[config.mk]
export PLATFORM = sky130hd
export DESIGN_NAME = output_port_arbiter
export DESIGN_NICKNAME = d
export VERILOG_FILES = /design/src/rtl/output_port_arbiter.sv
export SDC_FILE = /design/constraint.sdc
export NUM_CORES = 1
export LEC_CHECK = 0
export BUFFER_PORTS_ARGS = -buffer_cell sky130_fd_sc_hd__buf_2
export CAP_MARGIN = 20
export CORE_ASPECT_RATIO = 1.5
export CORE_MARGIN = 5
export CORE_UTILIZATION = 55
export CTS_CLUSTER_SIZE = 20
export DETAILED_ROUTE_END_ITERATION = 12
export GPL_ROUTABILITY_DRIVEN = 1
export GPL_TIMING_DRIVEN = 0
export HOLD_SLACK_MARGIN = 0.12
export PLACE_DENSITY = 0.91
export SLEW_MARGIN = 20
export SYNTH_ARGS = -nofsm -noshare
export SYNTH_HDL_FRONTEND = slang
export SYNTH_SLANG_ARGS = --single-unit
[constraint.sdc]
create_clock -name clk -period 8.5 [get_ports clk]
set_clock_uncertainty 0.2 [all_clocks]
set_input_delay 0.425 -clock clk [delete_from_list [all_inputs] [get_ports clk]]
set_output_delay 0.425 -clock clk [all_outputs]
set_load 0.02 [all_outputs]
[src/rtl/output_port_arbiter.sv]
// Output port arbiter: packet-granular round-robin among NUM_IN queues
// feeding a single one-byte output register with valid/read handshake.
module output_port_arbiter #(
  parameter int NUM_IN      = 4,
  parameter int DATA_W      = 8,
  parameter int MAX_PKT_LEN = 64
) (
  input  logic                     clk,
  input  logic                     rst_n,
  input  logic [NUM_IN-1:0]        in_valid,
  input  logic [NUM_IN*DATA_W-1:0] in_data,
  input  logic [NUM_IN-1:0]        in_last,
  output logic [NUM_IN-1:0]        in_pop,
  output logic [DATA_W-1:0]        port_out,
  output logic                     port_ready,
  input  logic                     port_read,
  output logic [NUM_IN-1:0]        grant,
  output logic                     busy,
  output logic                     pkt_err,
  output logic [15:0]              pkt_count
);

  localparam int PW = (NUM_IN > 1) ? $clog2(NUM_IN) : 1;

  typedef enum logic {
    IDLE,
    XFER
  } state_t;

  state_t              state;
  logic [PW-1:0]       rr_ptr;
  logic [PW-1:0]       g_idx;
  logic [7:0]          cnt;

  logic [NUM_IN-1:0]   pick_oh;
  logic [PW-1:0]       pick_idx;
  logic                pick_any;
  int                  j;

  logic [DATA_W-1:0]   own_data;
  logic                own_last;
  logic                own_valid;

  logic                reg_free;
  logic                load;
  logic [7:0]          cnt_nxt;
  logic                hit_max;
  logic                pkt_end;

  // Round-robin pick: first requester at or after rr_ptr, wrapping.
  always_comb begin
    pick_oh  = '0;
    pick_idx = '0;
    pick_any = 1'b0;
    j        = 0;
    for (int k = 0; k < NUM_IN; k++) begin
      j = int'(rr_ptr) + k;
      if (j >= NUM_IN) j = j - NUM_IN;
      if (!pick_any && in_valid[j]) begin
        pick_any    = 1'b1;
        pick_oh[j]  = 1'b1;
        pick_idx    = PW'(j);
      end
    end
  end

  // Select the owner's byte lane and flags through the one-hot grant.
  always_comb begin
    own_data  = '0;
    own_last  = 1'b0;
    own_valid = 1'b0;
    for (int i = 0; i < NUM_IN; i++) begin
      if (grant[i]) begin
        own_data  = in_data[i*DATA_W +: DATA_W];
        own_last  = in_last[i];
        own_valid = in_valid[i];
      end
    end
  end

  assign reg_free = !port_ready || port_read;
  assign load     = (state == XFER) && reg_free && own_valid;
  assign in_pop   = load ? grant : '0;
  assign cnt_nxt  = cnt + 8'd1;
  assign hit_max  = (cnt_nxt == 8'(MAX_PKT_LEN));
  assign pkt_end  = own_last || hit_max;

  // Arbitration FSM, output register and packet bookkeeping.
  always_ff @(posedge clk or negedge rst_n) begin
    if (!rst_n) begin
      state      <= IDLE;
      grant      <= '0;
      busy       <= 1'b0;
      g_idx      <= '0;
      rr_ptr     <= '0;
      cnt        <= '0;
      port_out   <= '0;
      port_ready <= 1'b0;
      pkt_err    <= 1'b0;
      pkt_count  <= '0;
    end else begin
      pkt_err <= 1'b0;
      if (port_ready && port_read) port_ready <= 1'b0;
      unique case (state)
        IDLE: begin
          if (pick_any) begin
            grant <= pick_oh;
            g_idx <= pick_idx;
            busy  <= 1'b1;
            state <= XFER;
          end
        end
        XFER: begin
          if (load) begin
            port_out   <= own_data;
            port_ready <= 1'b1;
            cnt        <= cnt_nxt;
            if (pkt_end) begin
              grant     <= '0;
              busy      <= 1'b0;
              cnt       <= '0;
              state     <= IDLE;
              pkt_count <= pkt_count + 16'd1;
              pkt_err   <= !own_last;
              rr_ptr    <= (g_idx == PW'(NUM_IN - 1)) ?
                           '0 : g_idx + PW'(1);
            end
          end
        end
      endcase
    end
  end

endmodule

; ---- Yosys cells after proc, flatten, opt, wreduce, memory -nomap -nowiden
; Index checks and enable logic that the tools add are counted.
; Widths: inputs -> output; s select.
[word_totals]
ff_bits = 44
in_bits = 43
word_cells = 131
[classes]
reduce_logical = 21
addsub = 10
n_lt_le_gt_ge = 12
eq_ne = 5
n_mux = 69
bitwise = 4
[ops]
columns = operator, n
row1 = $ge 32x1->1 const B, 4
row2 = $lt 32x4->1 const B, 4
row3 = $mux 32, 4
row4 = $mux 8, 5
row5 = $mux 1, 36
row6 = $mux 4, 8
row7 = $add 16x1->16 const B, 1
row8 = $or 4x4->4, 3
row9 = $sub 3x3->4 const B, 3
row10 = $logic_and 1x1->1, 10
row11 = $mux 2, 5
row12 = $ge 3x3->1 const B, 3
row13 = $add 8x1->8 const B, 1
row14 = $bmux 1 s2, 4
row15 = $demux 1 s2, 4
row16 = $eq 8x7->1 const B, 1
row17 = $pmux 4 s2, 1
row18 = $add 2x2->3 const B, 2
row19 = $reduce_and 3->1, 2
row20 = $logic_not 1->1, 5
row21 = $ne 2x1->1 const B, 2
row22 = $pmux 1 s2, 2
row23 = $reduce_and 2->1, 2
row24 = $sub 2x3->4 const B, 1
row25 = 7 further kinds, 8

; ---- Logic depth before layout (Yosys ltp)
; Gate-level depths: netlist of run 1.
[logic_depth]
ltp_word = 17
mapped_depth = 10
depth_no_buf = 8

; ---- Worst setup path before layout of run 1
; OpenSTA, ideal clock, no wires.
[synth_timing]
path_kind = reg2reg
from = register rr_ptr[0]
to = register grant[0]
required_ps = 8163
setup_ps = 137
arrival_ps = 2355
synth_period_minus_slack_ps = 2692
path_stages_with_launch = 10
path_slack_ps = 5808
cell_sequence = dfrtp_1 > buf_2 > inv_1 > ha_1 > mux4_2 > nand2_1 > a21boi_0 > o22ai_1 > o41ai_1 > o31ai_1
[synth_between]
elab_chain_len = 17
[synth_rtl]
columns = element, line
row1 = from (decl), 31  ; logic [PW-1:0] rr_ptr;
row2 = from (signal assigned), 125  ; rr_ptr <= (g_idx == PW'(NUM_IN - 1)) ?
row3 = branches (longest 17 deep; another with $ge 32x1->1), --
row4 = to (signal assigned), 107  ; grant <= pick_oh;
row5 = to (decl), 17  ; output logic [NUM_IN-1:0] grant,
; Parallel ways; which one is timed is not known. The select of a mux whose other input is x is not followed.
; A chain may end at the register's enable or synchronous reset.

; ---- Worst setup path in the final report of run 1
[layout_timing]
from = register grant[3]
to = output in_pop[1]
[layout_between]
elab_chain_len = 3
[layout_rtl]
columns = element, line
row1 = $mux 1, 73  ; if (grant[i]) begin
row2 = $logic_and 1x1->1, 82  ; assign load = (state == XFER) && reg_free && own_valid;
row3 = $mux 4, 83  ; assign in_pop = load ? grant : '0;
row4 = to (decl), 13  ; output logic [NUM_IN-1:0] in_pop,
; No other way between the ends.

==> flow_metrics.tcl, run 1 <==
set metrics [dict create \
    rsz0062_at_grt "no" \
    overflow 0 \
    drt_iter0_drc 239 \
    cp_slowest_cell "clkbuf_1" \
    num_rows 32 \
    slowest_delay_ps 450 \
    syn_area_sq_um 2840 \
    grt_usage_pct 23.7 \
    design.core.area_sq_um 5080 \
    cts_root_buf "clkbuf_8" \
    total_power_w 0.00111 \
    routabilityCongestion 0.991 \
    status "complete, no violations" \
    initial_core_util_pct 55.9 \
    ys_seq_area_share_pct 38.7 \
    power.leakage_nw 1.59 \
    tns_ps 0 \
    power.density_nw_per_um2 323 \
    die_area_sq_um 6740 \
    reg2regPathDepth 9 \
    vdd_drop_max_uv 163 \
    die_w_um 68.7 \
    avgSynthCellArea_sq_um 8.46 \
    htreeDepth 2 \
    cts.path.max_buffers 2 \
    ys_async_sr_fraction_pct 100 \
    dp_cells 481 \
    drive_gt1_share_pct 23.5 \
    hold_depth 3 \
    hpwl_um 5660 \
    hp-class "input port to flip-flop" \
    cts.sink_count 44 \
    via_count 2907 \
    critPathMostFrequentCell "clkbuf_1" \
    cp_cell_sequence "clkbuf_1 -> or2_2 -> a221o_1 -> nand2_1 -> clkbuf_1 -> nor2_1 -> buf_2" \
    synthDistinctLibCells 57 \
    syn_nets 387 \
    cts_tree "yes" \
    setup_viol 0 \
    cp-end-kind "output port" \
    period_needed_ps 3200 \
    grt_pass1_wl_um 12500 \
    pre_cts_ws_ps 5450 \
    final_cells 490 \
    antenna_found_initial 0 \
    drv_slew 0 \
    drt-total-wl_um 7690 \
    synth_edf_count 0 \
    fin_nets 473 \
    worstPathArrival_ps 2570 \
    hold_viol 0 \
    max_slew.worst_pin.slew_ps 569 \
    n_antenna_cell 0 \
    routedWlPerCell_um 15.7 \
    yosysWarnings 0 \
    fp.dieH_um 98.1 \
    required_ps 7880 \
    area_growth_pct 20.5 \
    drcViolationCount 0 \
    grt_max_degree 45 \
    cts_setup_buffers 0 \
    cap_violations 0 \
    synth_seq_cells 44 \
    io_buffers 77 \
    timing.fmax_mhz 313 \
    fin_crit_sh_pct 37.6 \
    ant_nets 0 \
    clk_latency_ps 300 \
    synth-main-ff-cell "dfrtp_1" \
    synthCells 336 \
    start_kind "flip-flop" \
    io_pins 78 \
    clk_pin_slew_ps 80 \
    cts_buffers 5 \
    path_class "flip-flop to output port" \
    grt_pass1_vias 2759 \
    setup_ws_ps 5300 \
    drtPass1Iterations 4 \
    via_per_inst 5.93 \
    relSlewSlack_pct 61.9 \
    cp_max_fo 10 \
]
==> power breakdown <==
| group | internal [W] | switching, W |
|---|---|---|
| Combinational | 0.000240 | 0.000405 |
| Sequential | 0.000272 | 0.0000629 |
| Clock | 0.0000557 | 0.0000710 |
| Total | 0.000568 | 0.000539 |
==> path summary, 6_finish.rpt <==
path	from	endpoint	slack, ps
min in group asynchronous	rst_n	pkt_err	410
setup / recovery	grant[3]	in_pop[1]	5300
setup reg to reg	rr_ptr[0]	grant[1]	5330
hold / removal	in_data[27]	port_out[3]	220
hold reg to reg	port_out[0]	port_out[0]	290
max in group asynchronous	rst_n	pkt_count[5]	7200
==> area by class of cell <==
cell class	instances	area, sq um
flip-flops and latches	44	1100
clock inverters	2	12.5
inverters	15	56.3
well taps	68	85.1
repair buffers	79	415
clock buffers	5	68.8
multi-input cells	260	1590
fillers	416	1660
plain buffers	17	92.6
==> synthesized netlist by cell type (3+ instances only) <==
master / n / area (sq um)
nand3b_1: 3 / 22.5
dfrtp_1: 44 / 1100
xnor2_1: 14 / 123
o22ai_1: 6 / 37.5
nand2_1: 39 / 146
a31oi_1: 4 / 25.0
mux2i_1: 3 / 30.0
a21oi_1: 16 / 80.1
clkbuf_1: 12 / 45.0
ha_1: 8 / 100
nand4_1: 8 / 50.1
o21ai_0: 20 / 100
nand3_1: 16 / 80.1
o31ai_1: 4 / 30.0
a21boi_0: 3 / 22.5
nor2b_1: 3 / 18.8
inv_1: 14 / 52.6
nor2_1: 36 / 135
a221oi_1: 9 / 78.8
nor3_1: 14 / 70.1
and3_1: 10 / 62.6
==> cells in the final DEF, fill, tap and decap left out, types with 3 or more instances in the layout <==
| cell type | n |
|---|---|
| and3_1 | 10 |
| nand2_1 | 39 |
| buf_2 | 79 |
| clkbuf_1 | 12 |
| nand3_1 | 16 |
| nor2_1 | 36 |
| nor3_1 | 14 |
| a31oi_1 | 4 |
| xnor2_1 | 14 |
| nand4_1 | 8 |
| nor2b_1 | 3 |
| o22ai_1 | 6 |
| clkbuf_8 | 5 |
| a221oi_1 | 9 |
| a21boi_0 | 3 |
| nand3b_1 | 3 |
| a21oi_1 | 16 |
| o21ai_0 | 20 |
| ha_1 | 8 |
| o31ai_1 | 4 |
| inv_1 | 14 |
| dfrtp_1 | 44 |
| mux2i_1 | 3 |
==> what timing repair did <==
action,in CTS,in global routing
resized for setup,0,0
hold buffers,0,1
endpoints found under the hold margin,0,17
==> layer usage <==
metal	track usage, %	wire, um	vias to the layer above	part of all wire (%)
met3	3.68	555	27	7.2
met1	27.2	2860	1361	37
met5	0	0	-	0
li1	-	-	1402	-
met4	9.31	300	0	3.9
met2	42.3	3970	117	52
==> critical path: cells and delay by family (launching register included) <==
family	cells	cell delay (ps)
AO/OA/AOI/OAI	1	290
AND/OR/NAND/NOR	3	680
flip-flops	1	430
buffers and inverters	3	890
==> state kept, by name, indices dropped and copies added (netlist names) <==
register / flops
state: 1
rr_ptr: 2
pkt_count: 16
g_idx: 2
port_ready: 1
busy: 1
cnt: 8
pkt_err: 1
port_out: 8
grant: 4
==> stage by stage <==
step	area, sq um	util, %	hold slack (ps)
final	3420	67.3	221
after global routing	3420	67.3	235
after CTS	3390	66.8	122
after detailed placement	3310	65.2	268
after global placement	3310	65.2	260
after floorplan	2840	-	-70.6
==> cell families after synthesis <==
kind of cell,Yosys count,share of synthesized area [%]
simple gates,145,25.0
compound gates,85,19.9
flops,44,38.7
buf+inv,32,5.24
xor+xnor,16,4.93
fa+ha+maj,8,3.52
mux,6,2.64
Note: power is estimated with default switching activity, not from simulation.
==> inputs of run 2 (changes only) <==
ABC_AREA = 1   (was unset)
CORE_UTILIZATION = 53   (was 55)
PLACE_DENSITY = 0.88   (was 0.91)
clock period = 3.1 ns   (was 8.5 ns; I/O delays follow)
==> run 2 against run 1 <==
Final area is 8.0% higher. Worst hold slack worse by 27 ps. Largest cell class unchanged. Critical path depth stayed put. Sequential cell count stayed put. Area after synthesis is 2.2% higher. Critical path type is now flip-flop to flip-flop.
==> flow_metrics.tcl, run 2 <==
set metrics [dict create \
    vdd_drop_max_uv 620 \
    synthCells 406 \
    synth_common_cells "132 x nand2_1, 45 x nand3_1, 44 x dfrtp_1, 31 x inv_1, 30 x nor2_1" \
    ctsResizeCount 0 \
    syn_area_sq_um 2900 \
    postLayoutCellArea_sq_um 3700 \
    cts_setup_buffers 0 \
    hold_viol 0 \
    grt_pass1_vias 3132 \
    max_slew.worst_pin.slew_ps 563 \
    htreeDepth 2 \
    fin_nets 560 \
    die_w_um 70.4 \
    hpwl_um 5920 \
    n_antenna_cell 0 \
    cts_hold_buf 19 \
    final_cell_mix "132 x nand2_1, 83 x buf_2, 45 x nand3_1, 44 x dfrtp_1, 31 x inv_1" \
    drcViolationCount 0 \
    synth.most_common_cell "nand2_1" \
    place_area_sq_um 3380 \
    clk_pin_slew_ps 90 \
    power.density_nw_per_um2 869 \
    setup_viol 0 \
    via_count 3206 \
    period_needed_ps 2620 \
    overflow 0 \
    top_register "pkt_count" \
    cts_tree "yes" \
    hp-class "input port to async pin" \
    via_per_inst 5.54 \
    cap_violations 0 \
    rsz0062_at_grt "no" \
    drv_slew 0 \
    yosys.area.top_type "dfrtp_1" \
    syn_nets 457 \
    cp-end-kind "flip-flop" \
    synth_edf_count 0 \
    synth_seq_cells 44 \
    yosysWarnings 0 \
    tns_ps 0 \
    path_class "flip-flop to flip-flop" \
    required_ps 3140 \
    worstPathArrival_ps 2660 \
    antenna_found_initial 0 \
    clk_latency_ps 300 \
    grt_pass1_wl_um 14400 \
    avgSynthCellArea_sq_um 7.15 \
    initial_core_util_pct 53.7 \
    synthDistinctLibCells 34 \
    timing.fmax_mhz 382 \
    drtPass1Iterations 5 \
    routedWlPerCell_um 14.9 \
    area_growth_pct 27.4 \
    grt_max_degree 45 \
    cp_max_fo 10 \
    cts.path.max_buffers 2 \
    drt-total-wl_um 8600 \
    fin_crit_sh_pct 84.6 \
    synth_top_area_share_pct 37.9 \
    drive_gt1_share_pct 22.2 \
    grt_usage_pct 25.2 \
    synthTopCellsByArea "dfrtp_1 38%, nand2_1 17%, nand3_1 7.8%" \
    fp.dieH_um 101 \
    design.core.area_sq_um 5410 \
    ys_seq_area_share_pct 37.9 \
    largest_reg_flops 16 \
    drt_iter0_drc 236 \
    top_regs "pkt_count (16), cnt (8), port_out (8)" \
    die_area_sq_um 7090 \
    power.leakage_nw 1.90 \
    cts_buffers 5 \
    cts.sink_count 44 \
    relSlewSlack_pct 62.5 \
    io_buffers 77 \
    start_kind "flip-flop" \
    ys_async_sr_fraction_pct 100 \
    num_rows 33 \
    cts_root_buf "clkbuf_8" \
    io_pins 78 \
    status "complete, no violations" \
    synth-main-ff-cell "dfrtp_1" \
    routabilityCongestion 0.854 \
    ant_nets 0 \
    mostFrequentLayoutCell "nand2_1" \
]
run 2: cell count changes in the layout (fill, tap and decap cells not counted), sizes merged, moves of 6 or more:
cell | previous run | this run
clkbuf | 17 | 7
xnor2 | 14 | 7
nand2 | 39 | 137
and3 | 11 | 0
a21oi | 16 | 7
a221oi | 9 | 0
inv | 14 | 36
nor3 | 14 | 7
a22oi | 1 | 8
buf | 83 | 89
dlygate4sd3 | 1 | 19
nand3 | 16 | 46
run 2: metal layers:
metal | up-vias | track usage, % | wire [um] | share of wire [%]
li1 | 1542 | - | - | -
met1 | 1514 | 29.0 | 3260 | 38
met2 | 130 | 46.5 | 4720 | 55
met3 | 20 | 2.99 | 401 | 4.7
met4 | 0 | 10.5 | 220 | 2.6
met5 | - | 0 | 0 | 0
run 2: cell families after synthesis:
logic type      count (synthesis)  share of synthesized area [%]
simple gates                  233                           34.7
flops                          44                           37.9
mux                             1                          0.345
compound gates                 56                           11.6
buf+inv                        50                           7.80
fa+ha+maj                       8                           3.45
xor+xnor                       14                           4.22
run 2: where the power goes:
part	internal [W]	switching, W	total (W)
Clock	0.000317	0.000197	0.000514
Sequential	0.000742	0.000163	0.000905
Combinational	0.000665	0.00113	0.00180
run 2: final timing paths:
path | endpoint | slack, ps | cells after the start | from
worst min-delay path | cnt[3] | 190 | 2 | rst_n
max in group asynchronous | cnt[0] | 2130 | 2 | rst_n
worst max-delay path | port_out[2] | 480 | 7 | grant[1]
worst min register to register | state | 290 | 2 | state
worst max register to register | port_out[2] | 480 | 7 | grant[1]
min in group clk | pkt_err | 230 | 6 | in_last[2]
run 2: cell type report:
cell class | count | area, sq um
sequential | 44 | 1100
clock buffer | 5 | 68.8
multi-input combinational | 312 | 1580
clock inverter | 2 | 60.1
inverter | 36 | 135
fill | 451 | 1710
timing repair buffer | 96 | 578
tap | 70 | 87.6
buffer | 14 | 91.3
run 2: metrics by stage:
step / utilization (%) / hold slack (ps) / power (W) / setup WS (ps) / std cells
after floorplan: - / -341 / 0.00204 / 1020 / 406
after global placement: 62.4 / 160 / 0.00245 / 788 / 553
after detailed placement: 62.4 / 167 / 0.00250 / 753 / 553
after CTS: 68.3 / 214 / 0.00315 / 691 / 579
after global routing: 68.4 / 246 / 0.00345 / 358 / 579
final: 68.4 / 194 / 0.00321 / 479 / 579
run 2: critical path, stage by stage, from the launching register on:
cell and delay (ps):
dfrtp_1 420, buf_2 190, nor2_1 430, a22oi_1 160
o21ai_0 270, nand2_1 100, a31oi_1 190, dlygate4sd3_1 590
==> inputs of run 3 (changes only) <==
ABC_AREA = 0   (was 1)
CORE_UTILIZATION = 48   (was 53)
PLACE_DENSITY = 0.85   (was 0.88)
clock period = 2.3 ns   (was 3.1 ns; I/O delays follow)
==> run 3 against run 2 <==
The flow now finishes with violations (negative setup slack). Utilization rose by 5.8 points. Via count grew 15%. Sequential share of layout area down 4.0 points. Setup slack worse by 780 ps. Critical path depth increased by 2. Clock power increased by 28%. Die area increased by 7.1%. Final area is 16% higher. Maximum frequency is 0.79% higher. Clock-buffer cell count increased by 1. Critical endpoint is now grant[0].
==> flow_metrics.tcl, run 3 (synthesis gave the netlist of run 1 again) <==
set metrics [dict create \
    drt_iter0_drc 469 \
    top_register "pkt_count" \
    start_kind "flip-flop" \
    power.density_nw_per_um2 1370 \
    required_ps 2290 \
    gr-usage-met3_pct 4.26 \
    hpwl_um 5760 \
    largest_reg_flops 16 \
    violations "negative setup slack" \
    cp_slowest_cell "mux4_2" \
    die_w_um 72.8 \
    io_pins 78 \
    n_antenna_cell 0 \
    die_area_sq_um 7590 \
    slowest_delay_ps 580 \
    clk_latency_ps 310 \
    area_growth_pct 50.9 \
    antenna_found_initial 1 \
    hp-class "input port to async pin" \
    design.core.area_sq_um 5790 \
    fin_nets 525 \
    via_per_inst 6.72 \
    setup_ws_ps -300 \
    cts.path.max_buffers 2 \
    cp.buffers_inverters 2 \
    vdd_drop_max_uv 731 \
    drive_gt1_share_pct 39.4 \
    cts_tree "yes" \
    via_count 3677 \
    cts_root_buf "clkbuf_8" \
    cts.sink_count 44 \
    drtPass1Iterations 5 \
    grt_max_degree 45 \
    routedWlPerCell_um 22.3 \
    drcViolationCount 0 \
    cap_violations 0 \
    drv_slew 0 \
    multi_input_area_sq_um 1870 \
    relSlewSlack_pct 59.5 \
    hold_viol 0 \
    tns_ps -3690 \
    regArea_sq_um 1110 \
    final_cell_mix "76 x buf_2, 39 x dfrtp_1, 34 x nor2_1, 34 x nand2_1, 34 x buf_4" \
    holdWs_ps 149 \
    critPathTopFamily "multiplexers" \
    top_regs "pkt_count (16), cnt (8), port_out (8)" \
    num_rows 34 \
    status "finished with violations" \
    path_class "flip-flop to flip-flop" \
    drt-total-wl_um 12200 \
    grt_usage_pct 25.9 \
    fill_cells 327 \
    timing.fmax_mhz 385 \
    period_needed_ps 2600 \
    grtUsageMet1_pct 26.8 \
    rsz0062_at_grt "yes" \
    clk_pin_slew_ps 90 \
    htreeDepth 2 \
    power.leakage_nw 2.01 \
    overflow 0 \
    max_slew.worst_pin.slew_ps 602 \
    ant_nets 0 \
    initial_core_util_pct 49.1 \
    grtUsageMet2_pct 48.1 \
    fin_crit_sh_pct 113 \
    cp_max_fo 5 \
    grt_pass1_vias 3416 \
    cts_buffers 5 \
    cp_cell_sequence "buf_6 -> inv_6 -> ha_4 -> mux4_2 -> nor2_2 -> a21boi_2 -> o22ai_1 -> o41ai_2 -> o31ai_1" \
    mostFrequentLayoutCell "buf_2" \
    worstPathArrival_ps 2590 \
    cp-end-kind "flip-flop" \
    grt_pass1_wl_um 15900 \
    routabilityCongestion 0.843 \
    fp.dieH_um 104 \
    setup_viol 30 \
    io_buffers 77 \
    grt.busiest_layer "met2" \
]
run 3: final cells by class:
cell class              instances  area share (%)
flip-flops and latches         44            25.8
inverters                      15            1.52
well taps                      72            2.10
multi-input cells             260            43.6
clock buffers                   6            1.93
plain buffers                  16            3.06
repair buffers                132            21.1
clock inverters                 2           0.904
run 3: metrics by stage:
| stage | instance area [sq um] | utilization (%) | cells | setup WS [ps] | total power [W] |
|---|---|---|---|---|---|
| final | 4290 | 74.1 | 547 | -300 | 0.00586 |
| after detailed placement | 3350 | 57.9 | 485 | -560 | 0.00368 |
| after global placement | 3350 | 57.9 | 485 | -548 | 0.00360 |
| after floorplan | 2870 | - | 336 | -195 | 0.00299 |
| after CTS | 3920 | 67.8 | 531 | -129 | 0.00488 |
| after global routing | 4290 | 74.1 | 547 | -429 | 0.00612 |
run 3: per-layer routing:
layer | wire [um] | part of all wire [%]
met4 | 814 | 6.7
met3 | 1070 | 8.8
met2 | 6080 | 50
met1 | 4220 | 35
met5 | 13 | 0.11
run 3: power breakdown:
group | total [W] | internal [W] | switching (W)
logic | 0.00395 | 0.00171 | 0.00224
clock network | 0.000659 | 0.000356 | 0.000303
registers | 0.00126 | 0.00101 | 0.000245
total | 0.00586 | 0.00308 | 0.00279
run 3: worst register-to-register path, cell delays in order (launching register included):
cell      delay (ps)
dfrtp_2          410
buf_6            120
inv_6             30
ha_4             260
mux4_2           580
nor2_2           340
a21boi_2         110
o22ai_1          200
o41ai_2           90
o31ai_1          130
run 3: worst paths after layout:
kind	depth (start not counted)	to	start	slack, ps
max in group asynchronous	2	rr_ptr[0]	rst_n	1300
min reg2reg	2	port_out[4]	port_out[4]	310
min	2	cnt[6]	rst_n	150
min in group clk	5	port_out[1]	in_data[17]	200
max reg2reg	9	grant[0]	rr_ptr[0]	-300
max	9	grant[0]	rr_ptr[0]	-300
run 3: repair_timing:
item / in CTS / in global routing
pin swaps: 6 / 17
endpoints found under the hold margin: 54 / 0
gates resized for setup: 35 / 48
gates cloned: 0 / 2
endpoints found under the setup margin: 44 / 42
setup buffers: 20 / 15
hold buffers: 18 / 0
